<file path="src/rtl/mac_tile_sequencer.sv">
// Tile sequencer for the 4x4 MAC array: walks output tiles (mt outer, tt inner),
// streams I/W reads, strobes clear/accumulate and writes the finished rows back.
module mac_tile_sequencer #(
  parameter int DW      = 16,
  parameter int LANES   = 4,
  parameter int MEM_LAT = 1
) (
  input  logic                CLK,
  input  logic                RSTN,
  input  logic                START,
  input  logic [11:0]         MNT,
  output logic                BUSY,
  output logic                DONE,
  output logic                ERR,
  output logic                EN_I,
  output logic [2:0]          ADDR_I,
  output logic                EN_W,
  output logic [2:0]          ADDR_W,
  output logic                ACC_CLR,
  output logic                ACC_EN,
  output logic [1:0]          ROW_SEL,
  input  logic [DW*LANES-1:0] ROW_DATA,
  output logic                EN_O,
  output logic                RW_O,
  output logic [3:0]          ADDR_O,
  output logic [DW*LANES-1:0] WDATA_O
);

  localparam int DCW = (MEM_LAT > 1) ? $clog2(MEM_LAT) : 1;

  typedef enum logic [2:0] {
    S_IDLE, S_LOAD, S_DRAIN, S_WB, S_NEXT, S_DONE, S_ERR
  } state_t;

  state_t             state_q, state_d;
  logic [3:0]         m_q, m_d, n_q, n_d, t_q, t_d;
  logic               mt_q, mt_d, tt_q, tt_d;
  logic [1:0]         k_q, k_d, r_q, r_d;
  logic [DCW-1:0]     dcnt_q, dcnt_d;
  logic               busy_q, busy_d, done_q, done_d, err_q, err_d;
  logic               en_i_q, en_i_d, acc_clr_q, acc_clr_d, en_o_q, en_o_d;
  logic [2:0]         addr_i_q, addr_i_d, addr_w_q, addr_w_d;
  logic [1:0]         row_sel_q, row_sel_d;
  logic [3:0]         addr_o_q, addr_o_d;
  logic [MEM_LAT-1:0] acc_sh_q, acc_sh_d;
  logic [MEM_LAT:0]   acc_sh_w;
  logic               legal;
  logic [3:0]         rv_m1;
  logic [DW*LANES-1:0] wdata;

  always_comb begin
    state_d = state_q;
    m_d     = m_q;
    n_d     = n_q;
    t_d     = t_q;
    mt_d    = mt_q;
    tt_d    = tt_q;
    k_d     = k_q;
    r_d     = r_q;
    dcnt_d  = dcnt_q;

    legal = (MNT[11:8] >= 4'd1) && (MNT[11:8] <= 4'd8) &&
            (MNT[7:4]  >= 4'd1) && (MNT[7:4]  <= 4'd4) &&
            (MNT[3:0]  >= 4'd1) && (MNT[3:0]  <= 4'd8);
    // Last valid row index of the current row tile, i.e. min(4, M - mt*4) - 1
    rv_m1 = mt_q ? (m_q - 4'd5) : ((m_q >= 4'd4) ? 4'd3 : (m_q - 4'd1));

    case (state_q)
      S_IDLE: if (START) begin
        m_d  = MNT[11:8];
        n_d  = MNT[7:4];
        t_d  = MNT[3:0];
        mt_d = 1'b0;
        tt_d = 1'b0;
        k_d  = 2'd0;
        state_d = legal ? S_LOAD : S_ERR;
      end
      S_LOAD: begin
        if (k_q == 2'(n_q - 4'd1)) begin
          dcnt_d  = '0;
          state_d = S_DRAIN;
        end else begin
          k_d = k_q + 2'd1;
        end
      end
      S_DRAIN: begin
        if (dcnt_q == DCW'(MEM_LAT - 1)) begin
          r_d     = 2'd0;
          state_d = S_WB;
        end else begin
          dcnt_d = dcnt_q + 1'b1;
        end
      end
      S_WB: begin
        if (r_q == rv_m1[1:0]) state_d = S_NEXT;
        else                   r_d = r_q + 2'd1;
      end
      S_NEXT: begin
        k_d = 2'd0;
        if (tt_q != (t_q > 4'd4)) begin
          tt_d    = 1'b1;
          state_d = S_LOAD;
        end else if (mt_q != (m_q > 4'd4)) begin
          mt_d    = 1'b1;
          tt_d    = 1'b0;
          state_d = S_LOAD;
        end else begin
          state_d = S_DONE;
        end
      end
      S_DONE:  state_d = S_IDLE;
      S_ERR:   state_d = S_IDLE;
      default: state_d = S_IDLE;
    endcase

    // Outputs are registered, so they are derived from the next state.
    busy_d    = (state_d == S_LOAD) || (state_d == S_DRAIN) ||
                (state_d == S_WB)   || (state_d == S_NEXT);
    done_d    = (state_d == S_DONE);
    err_d     = (state_d == S_ERR);
    en_i_d    = (state_d == S_LOAD);
    acc_clr_d = en_i_d && (k_d == 2'd0);
    addr_i_d  = en_i_d ? {mt_d, k_d} : 3'd0;
    addr_w_d  = en_i_d ? {tt_d, k_d} : 3'd0;
    en_o_d    = (state_d == S_WB);
    row_sel_d = en_o_d ? r_d : 2'd0;
    addr_o_d  = en_o_d ? {mt_d, tt_d, r_d} : 4'd0;

    acc_sh_w = {acc_sh_q, en_i_q};
    acc_sh_d = acc_sh_w[MEM_LAT-1:0];
  end

  always_ff @(posedge CLK or negedge RSTN) begin
    if (!RSTN) begin
      state_q   <= S_IDLE;
      m_q       <= '0;
      n_q       <= '0;
      t_q       <= '0;
      mt_q      <= 1'b0;
      tt_q      <= 1'b0;
      k_q       <= '0;
      r_q       <= '0;
      dcnt_q    <= '0;
      busy_q    <= 1'b0;
      done_q    <= 1'b0;
      err_q     <= 1'b0;
      en_i_q    <= 1'b0;
      acc_clr_q <= 1'b0;
      addr_i_q  <= '0;
      addr_w_q  <= '0;
      en_o_q    <= 1'b0;
      row_sel_q <= '0;
      addr_o_q  <= '0;
      acc_sh_q  <= '0;
    end else begin
      state_q   <= state_d;
      m_q       <= m_d;
      n_q       <= n_d;
      t_q       <= t_d;
      mt_q      <= mt_d;
      tt_q      <= tt_d;
      k_q       <= k_d;
      r_q       <= r_d;
      dcnt_q    <= dcnt_d;
      busy_q    <= busy_d;
      done_q    <= done_d;
      err_q     <= err_d;
      en_i_q    <= en_i_d;
      acc_clr_q <= acc_clr_d;
      addr_i_q  <= addr_i_d;
      addr_w_q  <= addr_w_d;
      en_o_q    <= en_o_d;
      row_sel_q <= row_sel_d;
      addr_o_q  <= addr_o_d;
      acc_sh_q  <= acc_sh_d;
    end
  end

  // ROW_DATA follows ROW_SEL combinationally; lanes past column T are zeroed.
  always_comb begin
    wdata = ROW_DATA;
    for (int c = 0; c < LANES; c++) begin
      if (int'(tt_q) * LANES + c >= int'(t_q)) wdata[c*DW +: DW] = '0;
    end
  end

  assign BUSY    = busy_q;
  assign DONE    = done_q;
  assign ERR     = err_q;
  assign EN_I    = en_i_q;
  assign ADDR_I  = addr_i_q;
  assign EN_W    = en_i_q;
  assign ADDR_W  = addr_w_q;
  assign ACC_CLR = acc_clr_q;
  assign ACC_EN  = acc_sh_q[MEM_LAT-1];
  assign ROW_SEL = row_sel_q;
  assign EN_O    = en_o_q;
  assign RW_O    = en_o_q;
  assign ADDR_O  = addr_o_q;
  assign WDATA_O = en_o_q ? wdata : '0;

endmodule

</file>
<file path="config.mk">
export PLATFORM = sky130hd
export DESIGN_NAME = mac_tile_sequencer
export DESIGN_NICKNAME = d
export VERILOG_FILES = /design/src/rtl/mac_tile_sequencer.sv
export SDC_FILE = /design/constraint.sdc
export NUM_CORES = 1
export LEC_CHECK = 0
export ABC_AREA = 1
export CORE_MARGIN = 2
export CORE_UTILIZATION = 38
export CTS_CLUSTER_SIZE = 14
export DETAILED_ROUTE_END_ITERATION = 16
export PLACE_DENSITY = 0.87
export SLEW_MARGIN = 5
export SYNTH_ARGS = -nofsm -noshare
export SYNTH_HDL_FRONTEND = slang
export SYNTH_SLANG_ARGS = --single-unit
</file>
<file path="constraint.sdc">
create_clock -name CLK -period 3.7 [get_ports CLK]
set_input_delay 0.74 -clock CLK [delete_from_list [all_inputs] [get_ports CLK]]
set_output_delay 0.74 -clock CLK [all_outputs]
set_load 0.01 [all_outputs]
</file>
==> impl_metrics.yaml, run 1 <==
synthesis:
  synth_area_um2: 2310
  synthAdderAreaFrac_pct: 2.17
  synth_compound_area_share_pct: 7.21
  synthMuxAreaShare_pct: 0
  syn-instance-count: 351
  synth-seq-area-share_pct: 36.9
  synth_warnings: 0
  ys_ff_latch: 34
  synthXorXnorAreaFrac_pct: 0.380
  syn_area_per_cell_um2: 6.57
  synth_top_family_by_area: "simple AND/OR/NAND/NOR gates"
  yosys.area_share.simple_pct: 33.7
  synthDistinctLibCells: 30
  syn-num-nets: 434
timing:
  slew_violations: 0
  finalHoldViolCount: 0
  tightest_slew_ns: 0.652
  period_needed_ns: 3.43
  fin_ws_ns: 0.268
  slew-limit-headroom_pct: 56.4
  rsz0062_at_grt: "false"
  max_freq_ghz: 0.291
  post-route-period-util_pct: 92.7
  fin_tns_setup_ns: 0
  setup_viol: 0
  skew_ns: 0.00368
route:
  wl_um: 7910
  drtIter0Drc: 133
  wl_per_cell_um: 13.5
  vias: 2651
  dr.pass1.iters: 5
  ant_nets: 0
  via_per_inst: 4.52
  drc_errors: 0
critical_path:
  critPathMaxFanout: 16
  slowest_stage: "clkdlybuf4s50_1"
  worstPathRequired_ns: 2.96
  critPathMaxStageDelay_ns: 0.59
  crit_chain: "inv_1 > ha_1 > inv_1 > nor2_1 > nand2_1 > nand3_1 > nor2_1 > clkdlybuf4s50_1"
  endpoint_kind: "primary output"
  worst-endpoint-arrival_ns: 2.69
  cp-start-kind: "flip-flop"
  path_class: "reg -> out"
clock_network:
  cts_sinks: 34
  htree_levels: 2
  clk_pin_slew_worst_paths_ns: 0.07
  clockBufferDepth: 2
  clock-root-buffer: "clkbuf_8"
  cts_tree: "yes"
  clock_latency_ns: 0.28
  cts_setup_buffers: 0
  cts_resized: 0
  cts_hold_buffers: 0
  numCtsBuffers: 5
floorplanning:
  die_h_um: 81.9
  core-area_um2: 5890
  pin_count: 164
  fp.dieArea_um2: 6710
  die_x_um: 81.9
  start_util_pct: 39.2
  num_rows: 28
flow_run:
  cap_viol_max_count: 0
final_layout:
  drive_gt1_share_pct: 7.23
  layout.nets: 594
  area_growth_pct: 76.4
  antennaDiodeCount: 0
place:
  hpwl_um: 6700
  io_buffers: 163
  pre_cts_ws_ns: 0.591
  gp_congestion: 0.845
global_route:
  grt_pass1_wl_um: 11900
  grt_usage_pct: 23.6
  first_global_vias: 2658
  grt-ovfl-total: 0
  grt_start_max_net_pins: 35
  antenna_found_initial: 0
power:
  p_total_w: 0.00293
  ir_drop_v: 0.000353
  power.density_nw_per_um2: 720
  cellLeakagePower_nw: 2.09
outcome:
  status: "finished clean"
hold_path:
  min_path_type: "reg -> reg"
==> state kept, by name, indices dropped and copies added (netlist names), 2 cells and up <==
register,cells
t_q,4
m_q,4
ADDR_O,4
r_q,2
k_q,2
n_q,2
state_q,3
ADDR_W,3
==> synthesized netlist by cell type (all sizes together) <==
cell type	instances	area [um^2]
nand2	66	274
ha	4	50.1
xor2	1	8.76
or2	1	6.26
dfrtp	34	851
a21oi	5	36.3
and2	1	6.26
inv	102	383
nor2	80	333
o311ai	1	16.3
clkbuf	4	15.0
nor3	4	35.0
buf	8	55.1
o21ai	19	106
o211ai	1	7.51
nand4	4	31.3
nand3	15	85.1
nand3b	1	7.51
==> placed cells by master, fill, tap and decap left out, types with 2 or more instances in the layout <==
cell	netlist	layout
nand2_1	61	61
nor2_4	4	4
nand3_1	13	13
o21ai_1	3	3
a21oi_2	3	3
inv_1	95	95
nand3_2	2	2
nand2_2	4	4
inv_2	7	7
buf_4	6	2
o21ai_0	15	15
dfrtp_1	34	34
clkbuf_8	0	6
clkdlybuf4s50_1	0	163
nor2_1	75	75
nand4_1	3	3
nor3_2	3	3
a21oi_1	2	2
ha_1	4	4
==> final cells by class <==
cell class	count	area (um^2)
inverter	102	383
timing repair buffer	165	1650
sequential	34	851
multi-input combinational	203	1000
clock buffer	7	86.3
clock inverter	1	5.00
tap	75	93.8
fill	481	1820
==> cells by family (layout without fill, tap and decap cells) <==
kind of cell             after synthesis  in the layout
XOR/XNOR                               1              1
buffers and inverters                114            275
AND/OR/NAND/NOR                      172            172
flip-flops                            34             34
AO/OA/AOI/OAI                         26             26
adder cells (fa/ha/maj)                4              4
==> worst paths after layout <==
kind	startpoint	end	slack [ns]	cells after the start
worst max-delay path	t_q[2]	WDATA_O[3]	0.27	8
min in group asynchronous	RSTN	ADDR_W[2]	0.86	2
worst min register to register	EN_I	ACC_EN	0.40	0
max in group asynchronous	RSTN	t_q[0]	2.52	2
worst max register to register	m_q[0]	ADDR_W[2]	1.89	11
worst min-delay path	EN_I	ACC_EN	0.40	0
==> metrics by stage <==
stage | hold slack, ns | cells | instance area (um^2) | util [%]
2_1_floorplan | 0.436 | 351 | 2310 | -
3_3_place_gp | 0.376 | 579 | 3980 | 67.6
3_5_place_dp | 0.395 | 579 | 3980 | 67.6
4_1_cts | 0.408 | 587 | 4070 | 69.1
5_1_grt | 0.421 | 587 | 4070 | 69.1
6_report | 0.401 | 587 | 4070 | 69.1
==> worst max-delay path, delay by kind of cell (launching register included) <==
family	cells	cell delay (ns)
DFF	1	0.40
and+or+nand+nor	4	0.93
buffers and inverters	3	0.78
adders and majority gates	1	0.29
==> where the power goes <==
| part | total, W | internal [W] | switching, W |
|---|---|---|---|
| Combinational | 0.00200 | 0.000938 | 0.00106 |
| Clock | 0.000279 | 0.000150 | 0.000129 |
| Sequential | 0.000649 | 0.000517 | 0.000133 |
==> layer usage <==
metal	share of wire, %	global-route usage, %	vias up
met4	2.8	8.67	0
met5	0	0	-
met3	8.9	6.59	20
met2	51	45.0	121
met1	37	24.3	1183
li1	-	-	1327
Power figures use the tool's default switching activity.
==> run 2: changes to the inputs <==
- CORE_UTILIZATION: 38 -> 25
- PLACE_DENSITY: 0.87 -> 0.61
==> impl_metrics.yaml, run 2 (synthesis results as in run 1) <==
outcome:
  status: "finished clean"
flow_run:
  cap_viol_max_count: 0
floorplanning:
  fp.dieArea_um2: 10000
  start_util_pct: 25.3
  die_x_um: 100
  num_rows: 35
  core-area_um2: 9110
  pin_count: 164
  die_h_um: 100
route:
  dr.pass1.iters: 4
  wl_per_cell_um: 11.3
  wl_um: 7050
  drc_errors: 0
  vias: 2509
  ant_nets: 0
  via_per_inst: 4.03
  drtIter0Drc: 101
critical_path:
  cp-start-kind: "flip-flop"
  rr_worst_depth: 11
  r2r_slack_ns: 1.90
  r2r_end: "ADDR_W[2]"
  rr_startpoint: "m_q[0]"
  endpoint_kind: "primary output"
  worstPathRequired_ns: 2.96
  path_class: "reg -> out"
  worst-endpoint-arrival_ns: 2.50
  critPathMaxFanout: 16
final_layout:
  fillers: 931
  layout_common_cells: "clkdlybuf4s50_1 (163), inv_1 (95), nor2_1 (75)"
  final_common_cell: "clkdlybuf4s50_1"
  fin_area_um2: 4110
  drive_gt1_share_pct: 7.23
  antennaDiodeCount: 0
  ff_latch_area_um2: 851
  multi_input_comb_area_um2: 1000
  area_growth_pct: 78.3
  layout.nets: 594
power:
  ir_drop_v: 0.000219
  power.density_nw_per_um2: 700
  cellLeakagePower_nw: 2.09
  p_total_w: 0.00288
timing:
  setup_viol: 0
  rsz0062_at_grt: "false"
  post-route-period-util_pct: 87.6
  finalHoldViolCount: 0
  max_freq_ghz: 0.309
  fin_tns_setup_ns: 0
  skew_ns: 0.00490
  period_needed_ns: 3.24
  slew_violations: 0
  tightest_slew_ns: 0.604
  slew-limit-headroom_pct: 59.6
clock_network:
  clockBufferDepth: 2
  htree_levels: 2
  clock_latency_ns: 0.28
  clock-root-buffer: "clkbuf_8"
  cts_hold_buffers: 0
  numCtsBuffers: 5
  clk_pin_slew_worst_paths_ns: 0.07
  cts_sinks: 34
  cts_setup_buffers: 0
  cts_tree: "yes"
  cts_resized: 0
hold_path:
  hold_depth: 0
  hold_end: "ACC_EN"
  min_path_type: "reg -> reg"
  holdCritStartpoint: "EN_I"
global_route:
  grt_start_max_net_pins: 35
  first_global_vias: 2371
  grt-ovfl-total: 0
  grt_pass1_wl_um: 11300
  antenna_found_initial: 0
  grt_usage_pct: 14.1
place:
  io_buffers: 163
  hpwl_um: 5910
  gp_congestion: 0.777
  placed_cell_area_um2: 4020
==> run 2: cell type report <==
type	count	share of cell area [%]
well taps	111	3.38
clock inverters	1	0.122
inverters	102	9.31
clock buffers	7	2.10
multi-input cells	203	24.4
flip-flops and latches	34	20.7
repair buffers	165	40.0
==> run 2: worst max-delay path, cell delays in order, from the launching register on <==
cell             delay [ns]
dfrtp_1                0.37
inv_1                  0.07
ha_1                   0.29
inv_1                  0.10
nor2_1                 0.06
nand2_1                0.06
nand3_1                0.41
nor2_1                 0.24
clkdlybuf4s50_1        0.60
==> run 2: how the worst max path moves through the flow <==
stage / startpoint / end / slack (ns)
after CTS: t_q[2] / WDATA_O[47] / 0.41
after global routing: t_q[2] / WDATA_O[47] / 0.23
final: t_q[2] / WDATA_O[47] / 0.46
after detailed placement: t_q[2] / WDATA_O[47] / 0.73
after global placement: t_q[2] / WDATA_O[47] / 0.84
after floorplan: tt_q / WDATA_O[10] / 1.53
==> run 2: per-layer routing <==
metal	share of wire [%]	track usage, %
met1	41	16.1
met2	49	25.9
met3	7.4	3.27
met5	0	0
met4	2.3	4.64
==> run 2: where the power goes <==
part | internal (W) | leakage [nW] | switching (W) | total [W]
Clock | 0.000150 | 0.0482 | 0.000128 | 0.000278
Sequential | 0.000517 | 0.441 | 0.000128 | 0.000645
Combinational | 0.000938 | 1.60 | 0.00102 | 0.00196
==> run 2: through the flow <==
step,utilization [%],setup WS [ns],instances,hold slack (ns)
2_1_floorplan,-,1.53,351,0.436
3_3_place_gp,44.2,0.844,615,0.378
3_5_place_dp,44.2,0.727,615,0.384
4_1_cts,45.2,0.411,623,0.399
5_1_grt,45.2,0.225,623,0.410
6_report,45.2,0.459,623,0.395
==> run 3: changes to the inputs <==
- CORE_MARGIN: 2 -> 1.5
- CORE_UTILIZATION: 25 -> 37
- PLACE_DENSITY: 0.61 -> 0.85
- RECOVER_POWER: unset -> 25
==> impl_metrics.yaml, run 3 (synthesis results as in run 1) <==
clock_network:
  clock_latency_ns: 0.29
  cts_resized: 0
  cts_tree: "yes"
  clockBufferDepth: 2
  numCtsBuffers: 5
  cts_sinks: 34
  cts_hold_buffers: 0
  clock-root-buffer: "clkbuf_8"
  htree_levels: 2
  clk_pin_slew_worst_paths_ns: 0.07
  cts_setup_buffers: 0
route:
  dr.pass1.iters: 4
  wl_met1_um: 2940
  wl_met3_um: 852
  highest_layer: "met5"
  via_per_inst: 4.51
  vias: 2652
  wl_um: 7880
  drtIter0Drc: 141
  drc_errors: 0
  wl_per_cell_um: 13.4
  ant_nets: 0
  wl_met2_um: 3940
power:
  seq_power_share_pct: 22.1
  power_switching_share_pct: 44.9
  ir_drop_v: 0.000427
  internal-power_w: 0.00160
  netSwitchingPower_w: 0.00130
  power.density_nw_per_um2: 715
  cellLeakagePower_nw: 2.09
  p_comb_share_pct: 68.1
  p_clk_share_pct: 9.8
critical_path:
  endpoint_kind: "primary output"
  worst-endpoint-arrival_ns: 2.57
  worstPathRequired_ns: 2.96
  r2r_end: "BUSY"
  r2r_slack_ns: 1.85
  rr_worst_depth: 8
  path_class: "reg -> out"
  cp-start-kind: "flip-flop"
  critPathMaxFanout: 16
  rr_startpoint: "state_q[1]"
  crit_start: "t_q[2]"
final_layout:
  layout_common_cells: "clkdlybuf4s50_1 (162), inv_1 (95), nor2_1 (75)"
  fin_area_um2: 4060
  area_growth_pct: 76.1
  fillers: 517
  layout.nets: 594
  drive_gt1_share_pct: 6.84
  ff_latch_area_um2: 851
  final_common_cell: "clkdlybuf4s50_1"
  multi_input_comb_area_um2: 996
timing:
  finalHoldViolCount: 0
  skew_ns: 0.00206
  rsz0062_at_grt: "false"
  slew_violations: 35
  fin_tns_setup_ns: 0
  period_needed_ns: 3.31
  slew-limit-headroom_pct: -16.5
  setup_viol: 0
  tightest_slew_ns: 1.75
  max_freq_ghz: 0.303
  post-route-period-util_pct: 89.3
flow_run:
  cap_viol_max_count: 1
hold_path:
  hold_end: "ACC_EN"
  min_path_type: "reg -> reg"
  holdCritStartpoint: "EN_I"
  hold_depth: 0
floorplanning:
  num_rows: 28
  pin_count: 164
  core-area_um2: 5960
  fp.dieArea_um2: 6720
  start_util_pct: 38.7
  die_h_um: 82.0
  die_x_um: 82.0
place:
  hpwl_um: 6750
  io_buffers: 163
  placed_cell_area_um2: 3980
  gp_congestion: 0.899
global_route:
  first_global_vias: 2517
  grt_usage_pct: 23.5
  grt_start_max_net_pins: 35
  antenna_found_initial: 1
  grt_pass1_wl_um: 11600
  grt-ovfl-total: 0
outcome:
  violations: "max-capacitance violations, max-slew violations"
  status: "finished with violations"
==> run 3: critical path, cell delays in order, from the launching register on <==
cell and delay [ns]:
dfrtp_1 0.36, inv_1 0.07, ha_1 0.29, inv_1 0.10
nor2_1 0.06, nand2_1 0.06, nand3_1 0.48, nor2_1 0.27
clkdlybuf4s50_1 0.58
==> run 3: worst max path at each step <==
stage	cells after the start	to	slack [ns]
4_1_cts	8	WDATA_O[5]	0.36
5_1_grt	8	WDATA_O[32]	0.14
3_5_place_dp	8	WDATA_O[5]	0.68
3_3_place_gp	8	WDATA_O[32]	0.80
2_1_floorplan	7	WDATA_O[10]	1.53
6_report	8	WDATA_O[5]	0.39
==> run 3: metrics by stage <==
step / cells / utilization [%] / total power (W) / worst slack [ns] / hold slack (ns)
after CTS: 587 / 68.4 / 0.00294 / 0.365 / 0.411
after global routing: 587 / 68.2 / 0.00315 / 0.140 / 0.420
after detailed placement: 579 / 66.8 / 0.00264 / 0.682 / 0.396
after global placement: 579 / 66.8 / 0.00258 / 0.795 / 0.380
after floorplan: 351 / - / 0.00171 / 1.53 / 0.436
final: 588 / 68.2 / 0.00291 / 0.395 / 0.408
==> run 3: per-layer routing <==
layer  global-route usage, %  up-vias
met5                       0        -
met4                    7.63        2
met3                    6.22       16
met2                    43.2      101
met1                    26.1     1197
li1                        -     1336
==> run 3: cell type report <==
type | instances | share of cell area, %
timing repair buffer | 165 | 40.4
clock inverter | 2 | 0.308
tap | 75 | 2.31
sequential | 34 | 20.9
inverter | 102 | 9.42
multi-input combinational | 203 | 24.5
antenna | 1 | 0.0616
clock buffer | 6 | 2.03
==> run 3: power by group through the flow <==
| stage | sequential, W | combinational (W) | clock [W] |
|---|---|---|---|
| CTS | 0.000643 | 0.00200 | 0.000290 |
| finish | 0.000643 | 0.00198 | 0.000285 |
| global placement | 0.000645 | 0.00194 | 0 |
| detailed placement | 0.000649 | 0.00199 | 0 |
| floorplan | 0.000650 | 0.00106 | 0 |
| global route | 0.000661 | 0.00218 | 0.000310 |
